**src/rtl/trace_event_collector.sv**
```systemverilog
// Multi-stage pipeline tracer: classifies per-stage activity into timestamped events
// and funnels them through pending slots, a round-robin arbiter and a FIFO to a valid/ready stream.
module trace_event_collector #(
    parameter int unsigned NUM_STAGES = 2,
    parameter int unsigned FIFO_DEPTH = 8,
    parameter int unsigned TS_W       = 16,
    parameter int unsigned SID_W      = 4,
    parameter int unsigned DROP_W     = 16
) (
    input  logic                               clk,
    input  logic                               rst_n,
    input  logic                               trace_en_i,
    input  logic [NUM_STAGES-1:0]              stage_req_i,
    input  logic [NUM_STAGES-1:0]              stage_done_i,
    input  logic [NUM_STAGES*32-1:0]           stage_pc_i,
    output logic                               ev_valid_o,
    input  logic                               ev_ready_i,
    output logic [TS_W+SID_W+2+32-1:0]         ev_data_o,
    output logic [DROP_W-1:0]                  drop_count_o,
    output logic [$clog2(FIFO_DEPTH):0]        fifo_level_o
);
    localparam int unsigned REC_W = TS_W + SID_W + 2 + 32;
    localparam int unsigned AW    = $clog2(FIFO_DEPTH);
    localparam int unsigned LVL_W = AW + 1;
    localparam int unsigned PTR_W = (NUM_STAGES > 1) ? $clog2(NUM_STAGES) : 1;
    localparam int unsigned CNT_W = $clog2(NUM_STAGES + 1);

    typedef enum logic [1:0] {
        KIND_SINGLE = 2'd0,
        KIND_START  = 2'd1,
        KIND_END    = 2'd2,
        KIND_ABORT  = 2'd3
    } kind_e;

    typedef enum logic {
        ST_IDLE  = 1'b0,
        ST_MULTI = 1'b1
    } state_e;

    typedef struct packed {
        logic [TS_W-1:0]  ts;
        logic [SID_W-1:0] sid;
        logic [1:0]       kind;
        logic [31:0]      pc;
    } rec_t;

    logic                  active_q;
    logic [TS_W-1:0]       ts_q;
    state_e                state_q [NUM_STAGES];
    state_e                state_d [NUM_STAGES];
    logic [NUM_STAGES-1:0] ev_fire;
    kind_e                 ev_kind [NUM_STAGES];

    rec_t                  slot_q [NUM_STAGES];
    rec_t                  slot_d [NUM_STAGES];
    logic [NUM_STAGES-1:0] slot_full_q, slot_full_d;
    logic [NUM_STAGES-1:0] drop;
    logic [CNT_W-1:0]      n_drop;
    logic [DROP_W:0]       drop_sum;
    logic [DROP_W-1:0]     drop_q, drop_d;

    logic [NUM_STAGES-1:0] gnt;
    logic                  gnt_any, can_push;
    logic [PTR_W-1:0]      gnt_idx, ptr_q, ptr_d, idx;
    logic [PTR_W:0]        idx_sum;

    rec_t                  mem_q [FIFO_DEPTH];
    logic [AW-1:0]         wr_ptr_q, wr_ptr_d, rd_ptr_q, rd_ptr_d;
    logic [LVL_W-1:0]      count_q, count_d, count_after_pop;
    logic                  pop, push;
    rec_t                  push_rec;
    logic                  ev_valid_q, ev_valid_d;
    logic [REC_W-1:0]      ev_data_q, ev_data_d;

    // Per-stage IDLE/MULTI classifier; trace_en low parks every stage in IDLE silently
    always_comb begin
        for (int i = 0; i < NUM_STAGES; i++) begin
            state_d[i] = state_q[i];
            ev_fire[i] = 1'b0;
            ev_kind[i] = KIND_SINGLE;
            if (!trace_en_i) begin
                state_d[i] = ST_IDLE;
            end else if (active_q) begin
                case (state_q[i])
                    ST_IDLE: begin
                        if (stage_req_i[i]) begin
                            ev_fire[i] = 1'b1;
                            if (stage_done_i[i]) begin
                                ev_kind[i] = KIND_SINGLE;
                            end else begin
                                ev_kind[i] = KIND_START;
                                state_d[i] = ST_MULTI;
                            end
                        end
                    end
                    ST_MULTI: begin
                        if (!stage_req_i[i]) begin
                            ev_fire[i] = 1'b1;
                            ev_kind[i] = KIND_ABORT;
                            state_d[i] = ST_IDLE;
                        end else if (stage_done_i[i]) begin
                            ev_fire[i] = 1'b1;
                            ev_kind[i] = KIND_END;
                            state_d[i] = ST_IDLE;
                        end
                    end
                    default: state_d[i] = ST_IDLE;
                endcase
            end
        end
    end

    assign pop = ev_valid_q & ev_ready_i;

    // Round-robin scan starting at ptr_q; a full FIFO can still accept when it pops this cycle
    always_comb begin
        gnt      = '0;
        gnt_any  = 1'b0;
        gnt_idx  = '0;
        idx      = '0;
        idx_sum  = '0;
        can_push = (count_q != LVL_W'(FIFO_DEPTH)) || pop;
        for (int k = 0; k < NUM_STAGES; k++) begin
            idx_sum = {1'b0, ptr_q} + (PTR_W+1)'(k);
            if (idx_sum >= (PTR_W+1)'(NUM_STAGES)) begin
                idx_sum = idx_sum - (PTR_W+1)'(NUM_STAGES);
            end
            idx = idx_sum[PTR_W-1:0];
            if (can_push && !gnt_any && slot_full_q[idx]) begin
                gnt[idx] = 1'b1;
                gnt_any  = 1'b1;
                gnt_idx  = idx;
            end
        end
        ptr_d = ptr_q;
        if (gnt_any) begin
            ptr_d = (gnt_idx == PTR_W'(NUM_STAGES - 1)) ? '0 : gnt_idx + PTR_W'(1);
        end
    end

    // Pending slots: a slot freed by this cycle's grant can take the new event
    always_comb begin
        for (int i = 0; i < NUM_STAGES; i++) begin
            slot_full_d[i] = slot_full_q[i] & ~gnt[i];
            slot_d[i]      = slot_q[i];
            drop[i]        = 1'b0;
            if (ev_fire[i]) begin
                if (slot_full_d[i]) begin
                    drop[i] = 1'b1;
                end else begin
                    slot_full_d[i]  = 1'b1;
                    slot_d[i].ts    = ts_q;
                    slot_d[i].sid   = SID_W'(i);
                    slot_d[i].kind  = ev_kind[i];
                    slot_d[i].pc    = stage_pc_i[32*i +: 32];
                end
            end
        end
        n_drop   = CNT_W'($countones(drop));
        drop_sum = {1'b0, drop_q} + (DROP_W+1)'(n_drop);
        drop_d   = drop_sum[DROP_W] ? '1 : drop_sum[DROP_W-1:0];
    end

    // FIFO with a registered head: output stage reloads from the entry behind any pop
    always_comb begin
        push            = gnt_any;
        push_rec        = slot_q[gnt_idx];
        count_after_pop = count_q - LVL_W'(pop);
        count_d         = count_after_pop + LVL_W'(push);
        rd_ptr_d        = rd_ptr_q + AW'(pop);
        wr_ptr_d        = wr_ptr_q + AW'(push);
        ev_valid_d      = (count_after_pop != '0);
        ev_data_d       = ev_valid_d ? mem_q[rd_ptr_d] : ev_data_q;
    end

    always_ff @(posedge clk) begin
        if (!rst_n) begin
            active_q    <= 1'b0;
            ts_q        <= '0;
            for (int i = 0; i < NUM_STAGES; i++) begin
                state_q[i] <= ST_IDLE;
            end
            slot_full_q <= '0;
            drop_q      <= '0;
            ptr_q       <= '0;
            wr_ptr_q    <= '0;
            rd_ptr_q    <= '0;
            count_q     <= '0;
            ev_valid_q  <= 1'b0;
            ev_data_q   <= '0;
        end else begin
            active_q    <= 1'b1;
            if (active_q) begin
                ts_q <= ts_q + TS_W'(1);
            end
            for (int i = 0; i < NUM_STAGES; i++) begin
                state_q[i] <= state_d[i];
            end
            slot_full_q <= slot_full_d;
            drop_q      <= drop_d;
            ptr_q       <= ptr_d;
            wr_ptr_q    <= wr_ptr_d;
            rd_ptr_q    <= rd_ptr_d;
            count_q     <= count_d;
            ev_valid_q  <= ev_valid_d;
            ev_data_q   <= ev_data_d;
        end
    end

    // Payload storage needs no reset; occupancy is tracked by slot_full_q and count_q
    always_ff @(posedge clk) begin
        for (int i = 0; i < NUM_STAGES; i++) begin
            slot_q[i] <= slot_d[i];
        end
        if (push) begin
            mem_q[wr_ptr_q] <= push_rec;
        end
    end

    assign ev_valid_o   = ev_valid_q;
    assign ev_data_o    = ev_data_q;
    assign drop_count_o = drop_q;
    assign fifo_level_o = count_q;

endmodule

```
**config.mk**
```make
export PLATFORM = sky130hd
export DESIGN_NAME = trace_event_collector
export DESIGN_NICKNAME = d
export VERILOG_FILES = /design/src/rtl/trace_event_collector.sv
export SDC_FILE = /design/constraint.sdc
export NUM_CORES = 1
export LEC_CHECK = 0
export ABC_CLOCK_PERIOD_IN_PS = 4700
export BUFFER_PORTS_ARGS = -buffer_cell sky130_fd_sc_hd__buf_2
export CAP_MARGIN = 15
export CORE_MARGIN = 5
export CORE_UTILIZATION = 54
export CTS_CLUSTER_SIZE = 25
export DETAILED_ROUTE_END_ITERATION = 10
export GPL_ROUTABILITY_DRIVEN = 0
export MAX_ROUTING_LAYER = met4
export PLACE_DENSITY = 0.76
export SYNTH_ARGS = -nofsm -noshare
export SYNTH_HDL_FRONTEND = slang
export SYNTH_SLANG_ARGS = --single-unit
```
**constraint.sdc**
```tcl
create_clock -name clk -period 4.7 [get_ports clk]
set_input_delay 0.47 -clock clk [delete_from_list [all_inputs] [get_ports clk]]
set_output_delay 0.47 -clock clk [all_outputs]
set_load 0.02 [all_outputs]
```
==> summary.md <==
| Metric | Value |
|---|---|
| # setup viols final | 0 |
| Clock Latency Late Sink | roughly 0.61 ns |
| Wire per inst | ~23 um |
| Hold path endpoint | slot_q[1][6] |
| GRT Util Overall | 0.207 |
| Switching share of power | 0.255 |
| DRC violations left | 0 |
| Die width | approximately 220 um |
| Ys flop type | edfxtp_1 |
| I/O pin cnt | ~150 |
| Most numerous cell in the Yosys netlist | edfxtp_1 |
| Tmin final | approximately 3.0 ns |
| Die height | ~220 um |
| Max Clk Rate | around 330 MHz |
| Worst Tran Pin Value | between 1 and 1.5 ns |
| Critical Path End Type | flop |
| Design internal power | roughly 9.5 mW |
| Row cnt | 75 |
| Share of the synthesized area in the top cell type | 0.667 |
| Fin. max-slew vios | 0 |
| RSZ-0062 raised after global routing | no |
| Share of cells above drive strength 1 | 0.187 |
| Dominant combinational cell family by area after synthesis | multiplexers |
| Cell count after synthesis | between 1000 and 1500 |
| Multiplexer share of the synthesized area | 0.117 |
| CTS Buf Count | between 50 and 60 |
| Total Wirelength | 47.3 mm |
| Slew margin rel. | 0.312 |
| Clk_skew | roughly 0.020 ns |
| First-pass DRT Iterations | 5 |
| CP arrival | roughly 3.3 ns |
| Path depth of the worst reg2reg path | 5 |
| Period utilization | 0.643 |
| Pleak | 10.2 nW |
| First-pass GRT wire length | about 73 mm |
| Antenna violations before repair | 0 |
| Post-synth EDFFs | between 500 and 600 |
| Clock sink count | 608 |
| Max IR drop VDD | 0.319 mV |
| Worst reg2reg startpoint | fifo_level_o[1] |
| Routed Antenna Nets | 0 |
| Hold Crit Start | stage_pc_i[38] |
| Post-synthesis adder-cell area fraction | 0.00635 |
| Fillers | 2880 |
| Cell variety after synth | 46 |
| Vias in the first global route | approximately 13000 |
| CTS tree | yes |
| Setup TNS | 0 ns |
| Clock Pin Slew Worst Setup and Hold Paths | around 0.060 ns |
| Area grow syn2layout | 14.7% |
| Total number of vias | ~12000 |
| Hold WC Path Type | input port to flop |
| Layout net count | roughly 1500 |
| Yosys reg bits | roughly 610 |
| Initial DRC Count | between 900 and 1000 |
| Register share of total power | 0.491 |
| Total of max-cap violations | 0 |
| Core Util, Final | 0.625 |
| FF-to-FF End | mem_q[6][49] |
| Xor/xnor cell area share of the yosys netlist | 0.0103 |
| Remaining Overflow, GRT | 0 |
| Die area | between 0.04 and 0.05 mm2 |
| Complex-gate fraction of the synthesized area | 0.0651 |
| Top cells by instance count after synthesis | edfxtp_1, mux2i_1, a22oi_1 |
| H-tree Lvls | 2 |
| Outcome | finished clean |
| Clock buffer depth | 3 |
| Setup bufs post-CTS | 0 |
| Syn avg cell area | about 18 um2 |
| Ys async rst share | 0 |
| Post-Syn Area | 0.0229 mm2 |
| Hold Vio Cnt, Final | 0 |
| Cell taking the most area after synthesis | edfxtp_1 |
| Initial core utilization | 0.545 |
| Logic pwr share | 0.139 |
| Overall Power | about 13 mW |
| WS Path Type | flop to flop |
| Seq/Total Area, Yosys | 0.755 |
| Area of the core | approximately 0.042 mm2 |
| Startpoint types | flop |
| Syn. warnings | 0 |
| Root Driver | clkbuf_16 |
| Top cells by area, synth | edfxtp_1, mux2i_1, dfxtp_1 |
| Clock share of power | 0.370 |
| Worst Hold Depth | 1 |
| Worst-path fanout max | 31 |
| Power density over the cells | 486 mW/mm2 |
| Synth Area in Simple Gates | 0.0268 |
| Port Buffers | 143 |
| Ant diodes | 0 |
| NetSw | roughly 3.3 mW |
| Worst R2R Setup Slack | approximately 1.7 ns |
| Final HPWL DP | 26.0 mm |
| Vias/cell | around 5.9 |
| Pin count of the biggest net entering global routing | around 100 |
| Worst EP required | about 5 ns |
[per-layer routing]
layer / vias up / global-route usage / share of wire
li1: 5480 / - / -
met1: 6127 / 0.266 / 0.41
met2: 415 / 0.340 / 0.50
met3: 82 / 0.0430 / 0.068
met4: 0 / 0.0576 / 0.022
met5: - / - / 0
[worst max path at each step]
stage / from / slack [ns] / endpoint / cells after the start
floorplan: active_q / 0.83 / slot_q[0][0] / 3
global placement: ev_ready_i / 1.60 / ev_data_o[5] / 10
detailed placement: ev_ready_i / 1.52 / ev_data_o[8] / 10
CTS: fifo_level_o[1] / 1.68 / mem_q[7][49] / 5
global route: fifo_level_o[1] / 1.42 / drop_count_o[5] / 10
finish: fifo_level_o[1] / 1.68 / mem_q[6][49] / 5
[placed cells by master, fill, tap and decap left out, types with 19 or more instances in the layout]
master	count
a21oi_1	19
a22oi_1	102
a32o_1	51
buf_2	143
buf_4	20
clkbuf_16	57
dfxtp_1	100
edfxtp_1	508
mux2_1	50
mux2i_1	208
nor2_1	27
[cells by family (layout without fill, tap and decap cells)]
| group | after synthesis | count (layout) |
|---|---|---|
| flip-flops | 608 | 608 |
| AND/OR/NAND/NOR | 118 | 118 |
| multiplexers | 260 | 260 |
| other | 1 | 3 |
| adder cells (fa/ha/maj) | 11 | 11 |
| buffers and inverters | 85 | 291 |
| AO/OA/AOI/OAI | 189 | 189 |
| XOR/XNOR | 26 | 26 |
[timing repair]
action / 4_1_cts / 5_1_grt
hold buffers: 2 / 0
hold endpoints to repair: 2 / 0
resized for setup: 0 / 0
[sequential cells by signal, summed over array words and instances (netlist names)]
signal        count
rd_ptr_q          3
active_q          1
drop_count_o     16
fifo_level_o      4
mem_q           408
state_q           2
slot_full_q       2
ptr_q             1
ts_q             16
ev_valid_o        1
slot_q          100
wr_ptr_q          3
ev_data_o        51
[final cells by class]
class / instances / area (um2) / area share
Inverter: 13 / 48.8 / 0.00186
Sequential cell: 608 / 17300 / 0.658
Multi-Input combinational cell: 607 / 5290 / 0.202
Timing Repair Buffer: 171 / 1010 / 0.0384
Tap cell: 539 / 674 / 0.0257
Clock buffer: 69 / 1520 / 0.0580
Clock inverter: 38 / 422 / 0.0161
[power groups by stage]
stage	clock network (mW)	logic [mW]	registers, mW
2_1_floorplan	0	0.888	6.52
3_3_place_gp	0	1.71	6.37
3_5_place_dp	0	1.77	6.38
4_1_cts	4.78	1.78	6.26
5_1_grt	5.03	1.90	6.27
6_report	4.72	1.77	6.26
[critical path, stage by stage (launching register included)]
cell and delay (ns):
dfxtp_1 0.35, nor4b_2 0.38, a21oi_1 0.19, nand2_2 0.78
buf_4 0.49, mux2_1 0.51
[metrics by stage]
stage | std cells | hold slack (ns) | cell area (um2) | setup WS (ns)
2_1_floorplan | 1300 | 0.447 | 22900 | 0.831
3_3_place_gp | 1936 | 0.447 | 24300 | 1.60
3_5_place_dp | 1936 | 0.453 | 24300 | 1.52
4_1_cts | 2045 | 0.0000968 | 26200 | 1.68
5_1_grt | 2045 | 0.000252 | 26200 | 1.42
6_report | 2045 | 0.0315 | 26200 | 1.68
No activity file was read; power rests on OpenSTA's default activity.
